===== config.mk =====
export PLATFORM = sky130hd
export DESIGN_NAME = dmem_sram_bridge
export DESIGN_NICKNAME = d
export VERILOG_FILES = /design/src/rtl/dmem_sram_bridge.sv
export SDC_FILE = /design/constraint.sdc
export NUM_CORES = 1
export LEC_CHECK = 0
export BUFFER_PORTS_ARGS = -buffer_cell sky130_fd_sc_hd__buf_2
export CAP_MARGIN = 10
export CORE_ASPECT_RATIO = 2
export CORE_MARGIN = 8
export CORE_UTILIZATION = 36
export CTS_BUF_LIST = sky130_fd_sc_hd__clkbuf_8 sky130_fd_sc_hd__clkbuf_16
export DETAILED_ROUTE_END_ITERATION = 10
export PLACE_DENSITY = 0.74
export SLEW_MARGIN = 25
export SYNTH_ARGS = -nofsm -noshare
export SYNTH_HDL_FRONTEND = slang
export SYNTH_SLANG_ARGS = --single-unit

===== constraint.sdc =====
create_clock -name clk -period 1.3 [get_ports clk]
set_input_delay 0.26 -clock clk [delete_from_list [all_inputs] [get_ports clk]]
set_output_delay 0.26 -clock clk [all_outputs]
set_load 0.01 [all_outputs]

===== src/rtl/dmem_sram_bridge.sv =====
// MEM-stage bridge from the pipeline to an SRAM-like req/addr_ok/data_ok bus: one transaction per load/store.
// Optional misalignment trap enabled by defining DMEM_ALIGN_CHECK_EN.
module dmem_sram_bridge #(
    parameter int AW = 32,
    parameter int DW = 32
) (
    input  logic            clk,
    input  logic            rst,
    input  logic            mem_req_M,
    input  logic            memwriteM,
    input  logic [1:0]      mem_size_M,
    input  logic [DW/8-1:0] sig_write,
    input  logic [AW-1:0]   aluoutM,
    input  logic [DW-1:0]   writedataM,
    input  logic            pipe_stall,
    output logic [DW-1:0]   readdataM,
    output logic            stall_memM,
    output logic            addr_err_M,
    output logic            data_req,
    output logic            data_wr,
    output logic [1:0]      data_size,
    output logic [DW/8-1:0] data_wstrb,
    output logic [AW-1:0]   data_addr,
    output logic [DW-1:0]   data_wdata,
    input  logic            data_addr_ok,
    input  logic [DW-1:0]   data_rdata,
    input  logic            data_data_ok
);

    typedef enum logic [1:0] {IDLE, REQ, WAIT, DONE} state_t;

    state_t        state;
    logic [DW-1:0] rdata_q;
    logic          err;
    logic          issue;
    logic          in_idle, in_req, in_wait;

`ifdef DMEM_ALIGN_CHECK_EN
    assign err = mem_req_M & (((mem_size_M == 2'd1) & aluoutM[0]) |
                              ((mem_size_M == 2'd2) & (aluoutM[1:0] != 2'b00)));
`else
    assign err = 1'b0;
`endif

    assign in_idle = (state == IDLE);
    assign in_req  = (state == REQ);
    assign in_wait = (state == WAIT);

    // DONE deliberately never issues: the finished instruction may still sit in MEM under pipe_stall.
    assign issue      = in_idle & mem_req_M & ~err;
    assign data_req   = issue | in_req;
    assign stall_memM = issue | in_req | (in_wait & ~data_data_ok);
    assign addr_err_M = in_idle & err;

    assign data_wr    = memwriteM;
    assign data_size  = mem_size_M;
    assign data_addr  = aluoutM;
    assign data_wdata = writedataM;
    assign data_wstrb = memwriteM ? sig_write : '0;

    // Bypass on the completion cycle so MEM/WB captures data without an extra stall cycle.
    assign readdataM = (in_wait & data_data_ok) ? data_rdata : rdata_q;

    always_ff @(posedge clk) begin
        if (rst) begin
            state   <= IDLE;
            rdata_q <= '0;
        end else begin
            case (state)
                IDLE: if (issue) state <= data_addr_ok ? WAIT : REQ;
                REQ:  if (data_addr_ok) state <= WAIT;
                WAIT: if (data_data_ok) begin
                    rdata_q <= data_rdata;
                    state   <= pipe_stall ? DONE : IDLE;
                end
                DONE: if (!pipe_stall) state <= IDLE;
                default: state <= IDLE;
            endcase
        end
    end

endmodule

==> results.ini <==
[synthesis]
synth.avg_cell_area_um2 = 10.1
synth_top_area_share_pct = 25.6
syn_inst = 262
synth_edf_count = 0
ys_top_cells_by_area = dfxtp_1 (26%), buf_4 (19%), mux2_4 (17%)
synthArstFlopShare_pct = 0
syn-cell-area_mm2 = 0.00266
ys_seq_elements = 34
yosysSeqAreaShare_pct = 25.6
synth_common_cells = buf_4 (68), nand2b_1 (64), dfxtp_1 (34), mux2i_1 (33), mux2_4 (30)
synth_most_common_cell = buf_4
synth_nets = 371
yosysUniqueCellTypes = 22
yosysTopAreaCell = dfxtp_1
synth_warnings = 0
ys.flop_type = dfxtp_1

[pwr]
ir_worst_vdd_mv = 0.694
cellPowerDensity_mw_per_mm2 = 956
p_leak_uw = 0.00139

[route]
avgRoutedWirePerCell_um = 15.5
dr.pass1.iters = 4
drt-initial-drc-count = 31
drc = 0
drt-total-wl_um = 5740
ant_nets = 0
drt-vias-per-instance = 4.68
vias = 1733

[sta]
finalClockSkew_ns = 0.00359
rsz0062_at_grt = yes
finalHoldViolations = 0
period_share_pct = 130
layout_setup_ws_ns = -0.391
fin_crit_ns = 1.69
setup_viol = 39
maxSlewViolCount = 0
tns_ns = -12.31
fmax_ghz = 0.591

[outcome]
violations = setup timing
status = finished, violations left

[worst_setup_path]
arrival_ns = 1.43
startpoint = state[0]
start_kind = register
required_ns = 1.04
path_class = register to output pin
slowest_stage = dfxtp_2
cp_cell_sequence = nand3b_4 > buf_12 > mux2_4 > buf_6
reg2reg_from = state[0]
path_max_fanout = 13
worstSetupEndpointType = output pin
slowest_delay_ns = 0.31

[clocking]
clk_pin_slew_ns = 0.05
cts_root_buffer = clkbuf_16
clk_path_buf_depth = 2
cts_htree_levels = 2
cts_tree = yes
clock-sinks = 34
hold_buffers = 0
cts_made_buffers = 5
clk_latency_ns = 0.28

[worst_hold_path]
holdCritPathClass = primary input to register
hold_path_startpoint = data_rdata[6]

[layout]
syn2layout_area_growth_pct = 13.8
drive_gt1_share_pct = 48.6
final_core_util_pct = 41.9
fin_cells = 370
antennaDiodeCount = 0
fin_area_mm2 = 0.00302
layout.nets = 387

[global_routing]
grt.busiest_layer = met2
grt_pass1_vias = 1892
grt_overflow = 0
grt_use_total_pct = 10.8
use_met1_pct = 8.80
grt_start_max_net_pins = 67
met2_usage_pct = 18.8
antenna_found_initial = 0
grt_first_pass_wirelength_um = 9070
grtUsageMet3_pct = 3.86

[floorplanning]
start_util_pct = 36.8
die_y_um = 138
core-area_mm2 = 0.00721
io_pins = 215
dieArea_mm2 = 0.0106
fp-row-count = 44
die_x_um = 76.8

[placement]
place.port_buffers = 81
placed_cell_area_mm2 = 0.00267
gp_congestion = 0.718
dpl.hpwl_um = 4260
post-place-cells = 361

[job]
cap_violations = 0

==> routing by layer <==
layer | vias up | share of wire [%]
met3 | 53 | 9.0
met4 | 0 | 7.5
li1 | 811 | -
met1 | 794 | 31
met5 | - | 0
met2 | 75 | 53
==> final timing paths <==
kind,end,slack [ns],depth (start not counted)
worst max-delay path,readdataM[16],-0.39,4
worst min-delay path,rdata_q[6],0.25,3
worst max register to register,rdata_q[26],-0.02,5
worst min register to register,rdata_q[24],0.47,2
==> flip-flops by register name, summed over array words and instances (netlist names) <==
name,count
rdata_q,32
state,2
==> logic make-up (layout without fill, tap and decap cells) <==
| group | count (synthesis) | count (layout) | share of synthesized area [%] |
|---|---|---|---|
| and+or+nand+nor | 73 | 73 | 17.8 |
| other | 1 | 1 | 0.141 |
| buffers and inverters | 84 | 100 | 24.4 |
| AOI/OAI and AO/OA | 5 | 5 | 1.74 |
| muxes | 65 | 65 | 30.2 |
| DFF | 34 | 34 | 25.6 |
==> layout by cell type (no fill, tap or decap), drive strengths merged <==
cell and n:
buf 91, nand2b 64, dfxtp 34, mux2i 33
mux2 32, clkbuf 5, and2 4, inv 4
nand3b 1, o21ba 1, or2 1, o21bai 1
and3b 1, and2b 1, nor2b 1, a2111oi 1
o21ai 1, a221oi 1, conb 1
==> layout make-up <==
cell class / count / area, µm²
Clock buffer: 5 / 125
Tap cell: 92 / 115
Inverter: 2 / 7.51
Fill cell: 701 / 4190
Clock inverter: 2 / 7.51
Timing Repair Buffer: 91 / 744
Sequential cell: 34 / 683
Multi-Input combinational cell: 144 / 1340
==> power by group <==
group / switching (µW) / total, µW / internal [µW]
Combinational: 268 / 684 / 416
Clock: 410 / 1090 / 684
Sequential: 24.7 / 1110 / 1090
Total: 703 / 2890 / 2190
==> critical path, delay by kind of cell (launching register included) <==
family / cells / cell delay [ns]
flip-flops: 1 / 0.31
AND/OR/NAND/NOR: 1 / 0.21
buffers and inverters: 2 / 0.31
multiplexers: 1 / 0.31
==> repair_timing <==
action,4_1_cts,5_1_grt
pin swaps,2,3
setup buffers,0,2
endpoints found under the setup margin,34,34
gates resized for setup,32,4
==> through the flow <==
step                      hold WS [ns]  setup slack [ns]  power (µW)
final                            0.254            -0.391        2890
after global routing             0.259            -0.427        3030
after CTS                        0.243            -0.412        2940
after detailed placement         0.464            -0.148        1730
after global placement           0.454            -0.115        1710
after floorplan                  0.415           0.00952        1720
(Power assumes the default switching activity.)
